$ cat config.mk
export PLATFORM = sky130hd
export DESIGN_NAME = alu_share_arbiter
export DESIGN_NICKNAME = d
export VERILOG_FILES = /design/src/rtl/alu_share_arbiter.sv
export SDC_FILE = /design/constraint.sdc
export NUM_CORES = 1
export LEC_CHECK = 0
export ABC_AREA = 1
export CORE_ASPECT_RATIO = 0.75
export CORE_MARGIN = 2
export CORE_UTILIZATION = 41
export DETAILED_ROUTE_END_ITERATION = 12
export PLACE_DENSITY_LB_ADDON = 0.08
export SKIP_CTS_REPAIR_TIMING = 1
export SLEW_MARGIN = 10
export SYNTH_ARGS = -nofsm -noshare
export SYNTH_HDL_FRONTEND = slang
export SYNTH_SLANG_ARGS = --single-unit
$ cat constraint.sdc
create_clock -name clk -period 2.61 [get_ports clk]
set_clock_uncertainty 0.2 [all_clocks]
set_input_delay 0.261 -clock clk [delete_from_list [all_inputs] [get_ports clk]]
set_output_delay 0.261 -clock clk [all_outputs]
set_load 0.02 [all_outputs]
$ cat src/rtl/alu_share_arbiter.sv
// Two-requester front end for one shared combinational ALU.
// Round-robin grant, one operation in flight: IDLE -> EXEC -> RESP.
// Operands are registered before they reach the ALU, and the ALU result is
// registered into a response that is held until the consumer takes it.
module alu_share_arbiter #(
    parameter int WIDTH = 32
) (
    input  logic             clk,
    input  logic             reset,
    input  logic             req0_valid,
    input  logic             req1_valid,
    output logic             req0_ready,
    output logic             req1_ready,
    input  logic [WIDTH-1:0] req0_srca,
    input  logic [WIDTH-1:0] req0_srcb,
    input  logic [WIDTH-1:0] req1_srca,
    input  logic [WIDTH-1:0] req1_srcb,
    input  logic [2:0]       req0_ctrl,
    input  logic [2:0]       req1_ctrl,
    output logic [WIDTH-1:0] alu_srca,
    output logic [WIDTH-1:0] alu_srcb,
    output logic [2:0]       alu_ctrl,
    input  logic [WIDTH-1:0] alu_result,
    input  logic             alu_zero,
    output logic             rsp_valid,
    input  logic             rsp_ready,
    output logic             rsp_id,
    output logic [WIDTH-1:0] rsp_result,
    output logic             rsp_zero
);

    typedef enum logic [1:0] {
        IDLE = 2'd0,
        EXEC = 2'd1,
        RESP = 2'd2
    } state_t;

    state_t           state_q, state_d;
    logic [WIDTH-1:0] srca_q, srca_d;
    logic [WIDTH-1:0] srcb_q, srcb_d;
    logic [2:0]       ctrl_q, ctrl_d;
    logic             id_q, id_d;
    logic             last_q, last_d;
    logic             rsp_valid_q, rsp_valid_d;
    logic             rsp_id_q, rsp_id_d;
    logic [WIDTH-1:0] rsp_result_q, rsp_result_d;
    logic             rsp_zero_q, rsp_zero_d;

    logic grant_any;
    logic grant_id;

    // Arbitration: a lone valid wins; on contention the requester not granted last wins.
    always_comb begin
        grant_any = (state_q == IDLE) && !reset && (req0_valid || req1_valid);
        if (req0_valid && req1_valid) begin
            grant_id = ~last_q;
        end else begin
            grant_id = req1_valid;
        end
    end

    assign req0_ready = grant_any && !grant_id;
    assign req1_ready = grant_any &&  grant_id;

    // Next-state and datapath capture for the three-phase operation.
    always_comb begin
        // NOTE: every _d starts as its _q so no path leaves a signal unassigned,
        // which would otherwise infer a latch.
        state_d      = state_q;
        srca_d       = srca_q;
        srcb_d       = srcb_q;
        ctrl_d       = ctrl_q;
        id_d         = id_q;
        last_d       = last_q;
        rsp_valid_d  = rsp_valid_q;
        rsp_id_d     = rsp_id_q;
        rsp_result_d = rsp_result_q;
        rsp_zero_d   = rsp_zero_q;

        case (state_q)
            IDLE: begin
                if (grant_any) begin
                    srca_d  = grant_id ? req1_srca : req0_srca;
                    srcb_d  = grant_id ? req1_srcb : req0_srcb;
                    ctrl_d  = grant_id ? req1_ctrl : req0_ctrl;
                    id_d    = grant_id;
                    last_d  = grant_id;
                    state_d = EXEC;
                end
            end
            EXEC: begin
                rsp_result_d = alu_result;
                rsp_zero_d   = alu_zero;
                rsp_id_d     = id_q;
                rsp_valid_d  = 1'b1;
                state_d      = RESP;
            end
            RESP: begin
                if (rsp_ready) begin
                    rsp_valid_d = 1'b0;
                    state_d     = IDLE;
                end
            end
            default: begin
                rsp_valid_d = 1'b0;
                state_d     = IDLE;
            end
        endcase
    end

    // State register with synchronous reset; a reset mid-operation drops it silently.
    always_ff @(posedge clk) begin
        if (reset) begin
            // NOTE: the operand and response registers are reset too, because their
            // values are visible on alu_* and rsp_* right after reset.
            state_q      <= IDLE;
            srca_q       <= '0;
            srcb_q       <= '0;
            ctrl_q       <= '0;
            id_q         <= 1'b0;
            last_q       <= 1'b1;
            rsp_valid_q  <= 1'b0;
            rsp_id_q     <= 1'b0;
            rsp_result_q <= '0;
            rsp_zero_q   <= 1'b0;
        end else begin
            // NOTE: non-blocking assignments so every flop samples pre-edge values.
            state_q      <= state_d;
            srca_q       <= srca_d;
            srcb_q       <= srcb_d;
            ctrl_q       <= ctrl_d;
            id_q         <= id_d;
            last_q       <= last_d;
            rsp_valid_q  <= rsp_valid_d;
            rsp_id_q     <= rsp_id_d;
            rsp_result_q <= rsp_result_d;
            rsp_zero_q   <= rsp_zero_d;
        end
    end

    assign alu_srca   = srca_q;
    assign alu_srcb   = srcb_q;
    assign alu_ctrl   = ctrl_q;
    assign rsp_valid  = rsp_valid_q;
    assign rsp_id     = rsp_id_q;
    assign rsp_result = rsp_result_q;
    assign rsp_zero   = rsp_zero_q;

endmodule

# --- Word level (Yosys, flattened, before mapping) ---
# Cells that the tools add are included.
word_totals:
  reg_bits: 106
  out_inout_bits: 104
  wordCells: 37
op_classes:
  n_eq_ne: 4
  n_mux: 9
  n_bitwise: 2
  n_reduce_logical: 12
op_table:
  columns: ["op", "n"]
  rows:
  - ["$mux 32", 2]
  - ["$pmux 2 s3", 1]
  - ["$reduce_and 2->1", 3]
  - ["$logic_and 1x1->1", 5]
  - ["$mux 2", 2]
  - ["$ne 2x2->1 const B", 2]
  - ["$mux 3", 1]
  - ["$pmux 1 s3", 1]
  - ["$eq 2x1->1 const B", 1]
  - ["$eq 2x2->1 const B", 1]
  - ["$logic_not 1->1", 2]
  - ["$logic_not 2->1", 1]
  - ["$mux 1", 2]
  - ["$not 1->1", 2]
  - ["$logic_or 1x1->1", 1]

# --- Logic depth before layout (Yosys ltp) ---
depth:
  ltp_word: 5
  depth_mapped: 8

# --- Worst setup path after synthesis ---
# OpenSTA, ideal clock, no wires.
synth_path:
  path_kind: "register to output"
  startpoint: "register state_q[1]"
  endpoint: "output req1_ready"
  t_arrival_ps: 1137
  setup_slack_ps: 1012
  path_stages_with_launch: 7
  n_path_buf: 1
  cell_sequence: "dfxtp_1 -> nor2_1 -> nand2_1 -> nor2_2 -> buf_2 -> nand2_1 -> inv_1"
synth_between:
  elab_chain_len: 4
synth_rtl:
  columns: ["element", "line", "rtl"]
  rows:
  - ["from (decl)", "38", "state_t state_q, state_d;"]
  - ["from (signal assigned)", "128", "state_q <= state_d;"]
  - ["$logic_not 2->1", "54", "grant_any = (state_q == IDLE) && !reset && (req0_valid || req1_valid);"]
  - ["$logic_and 1x1->1 (2 in series)", "54", null]
  - ["$logic_and 1x1->1", "63", "assign req1_ready = grant_any && grant_id;"]
  - ["to (decl)", "13", "output logic req1_ready,"]
# No other way between the ends.

# --- Worst setup path in the final report ---
# Ends and elaborated chain as after synthesis.

==> results.json <==
{
  "grt_max_degree": 70,
  "p_per_area_nw_per_um2": 559,
  "worstMarginPinSlew_ns": 0.731,
  "critical_path.max_fanout": 4,
  "hold_ws_ns": 0.102,
  "period_share_pct": 88.9,
  "ff2ff_setup_slack_ns": 0.61,
  "synthMuxAreaShare_pct": 0,
  "routed-via-count": 5314,
  "power.total_mw": 4.26,
  "outcome": "completed",
  "port_buffers": 275,
  "hold_path.class": "in2reg",
  "post_dp_cell_area_sq_um": 7330,
  "clockBufferDepth": 2,
  "cts_buffers": 9,
  "layout-drive-gt1-share_pct": 4.07,
  "cp-end-kind": "output pin",
  "clk_pin_slew_ns": 0.07,
  "grt_antenna_before_repair": 0,
  "leakage_nw": 3.15,
  "synth_top_area_share_pct": 46.1,
  "ir_drop_mv": 0.424,
  "place_hpwl_um": 11000,
  "diodes": 0,
  "synthSimpleGateAreaFrac_pct": 36.3,
  "clock_sinks": 106,
  "core-area_sq_um": 10900,
  "maxSlewHeadroom_pct": 51.3,
  "fp.dieW_um": 126,
  "synth_nets": 860,
  "ys_warn_count": 0,
  "yosysSeqAreaShare_pct": 46.1,
  "synth_largest_area_cell": "dfxtp_1",
  "synth_top_family_by_area": "simple AND/OR/NAND/NOR gates",
  "start_util_pct": 42.1,
  "io_pins": 276,
  "grt_usage_pct": 24.9,
  "crit_type": "reg2out",
  "rows": 33,
  "grt_pass1_vias": 5035,
  "routed_wl_um": 15600,
  "syn2layout_area_growth_pct": 65.5,
  "synth-edff-count": 0,
  "wl_per_cell_um": 14.6,
  "routed_via_density": 4.95,
  "die_area_sq_um": 12100,
  "nets": 1101,
  "syn_avg_cell_area_sq_um": 6.70,
  "whs_path_depth": 4,
  "synth_xor_area_share_pct": 0,
  "clock_latency_ns": 0.33,
  "final_area_sq_um": 7620,
  "die_y_um": 95.8,
  "first_iter_violations": 254,
  "grt_overflow": 0,
  "clock-root-buffer": "clkbuf_16",
  "yosysUniqueCellTypes": 18,
  "netlist_top_cells_count": "nand2_1, dfxtp_1, nor2_1",
  "cp.required_ns": 2.15,
  "grt_pass1_wl_um": 24400,
  "slew_violations": 0,
  "hp-start": "reset",
  "synth_top_flop_cell": "dfxtp_1",
  "ys_ff_latch": 106,
  "cts_tree": "yes",
  "htreeDepth": 3,
  "synth.most_common_cell": "nand2_1",
  "fin_setup_tns_ns": 0,
  "max_freq_mhz": 431,
  "synth_compound_area_share_pct": 11.4,
  "setup_viol": 0,
  "postRouteAntennaNets": 0,
  "synth_adder_area_share_pct": 0,
  "holdPathEnd": "rsp_result[25]$_SDFFE_PP0P_",
  "hold_viol_final": 0,
  "r2r_end": "alu_srca[7]$_SDFFE_PP0P_",
  "async_flop_share_pct": 0,
  "synth_top_cells_by_area": "dfxtp_1, nand2_1, a21oi_1",
  "cp.arrival_ns": 1.86,
  "crit_start": "state_q[1]$_SDFFE_PP0P_",
  "dr.pass1.iters": 5,
  "reg2reg_depth": 6,
  "maxCapViolCount": 0,
  "drcViolationCount": 0,
  "synth_cells": 688,
  "synth_area_sq_um": 4610,
  "regToRegStartpoint": "state_q[1]$_SDFFE_PP0P_",
  "critPathLaunchType": "flop",
  "gp_congestion": 0.835,
  "rsz0062_at_grt": "no",
  "period_minus_slack_ns": 2.32
}
==> where the power goes <==
part | leakage [nW] | internal [mW] | switching, mW
logic | 2.14 | 0.565 | 0.583
clock network | 0.138 | 0.703 | 0.599
registers | 0.868 | 1.75 | 0.0665
total | 3.15 | 3.01 | 1.25
==> stage by stage <==
| stage | setup WS, ns | utilization [%] | std cells |
|---|---|---|---|
| 2_1_floorplan | 1.01 | - | 688 |
| 3_3_place_gp | 0.434 | 67.0 | 1058 |
| 3_5_place_dp | 0.385 | 67.0 | 1058 |
| 4_1_cts | 0.255 | 69.7 | 1074 |
| 5_1_grt | 0.149 | 69.7 | 1074 |
| 6_report | 0.288 | 69.7 | 1074 |
==> layout by cell type (no fill, tap or decap), types with 4 or more instances in the layout <==
| cell | n |
|---|---|
| clkdlybuf4s50_1 | 273 |
| nand2_1 | 272 |
| dfxtp_1 | 106 |
| nor2_1 | 70 |
| a21oi_1 | 69 |
| nand3_1 | 68 |
| o21ai_0 | 32 |
| clkbuf_16 | 9 |
| buf_4 | 9 |
| inv_2 | 5 |
| o21ai_1 | 4 |
==> how the worst max path moves through the flow <==
stage,to,depth (start not counted)
2_1_floorplan,req1_ready,6
3_3_place_gp,req1_ready,6
3_5_place_dp,alu_ctrl[1]$_SDFFE_PP0P_,8
4_1_cts,req1_ready,6
5_1_grt,req1_ready,6
6_report,req1_ready,6
==> cell families after synthesis <==
family / count (synthesis)
AND/OR/NAND/NOR: 417
flip-flops: 106
AO/OA/AOI/OAI: 105
buffers and inverters: 60
==> cell type report <==
cell class,instances,area (sq um)
clock buffer,11,253
clock inverter,5,37.5
fill,891,3320
inverter,6,22.5
multi-input combinational,522,2200
sequential,106,2120
tap,140,175
timing repair buffer,284,2810
==> routing by layer <==
metal | track usage (%) | up-vias | part of all wire [%]
met3 | 8.17 | 29 | 8.6
met2 | 43.9 | 217 | 49
met5 | 0 | - | 0
met1 | 28.7 | 2395 | 40
li1 | - | 2673 | -
met4 | 8.97 | 0 | 2.6
==> critical path, cell delays in order, from the launching register on <==
cell and delay [ns]:
dfxtp_1 0.34, nor2_1 0.19, nand2_1 0.12, nor2_4 0.09, nand2_1 0.09, inv_1 0.06
clkdlybuf4s50_1 0.63
==> registers in the layout (all words and copies together) (netlist names) <==
signal / flops
state_q: 2
alu_ctrl: 3
alu_srca: 32
rsp_result: 32
last_q: 1
rsp_id: 1
rsp_zero: 1
alu_srcb: 32
rsp_valid: 1
id_q: 1
Power figures use the tool's default switching activity.
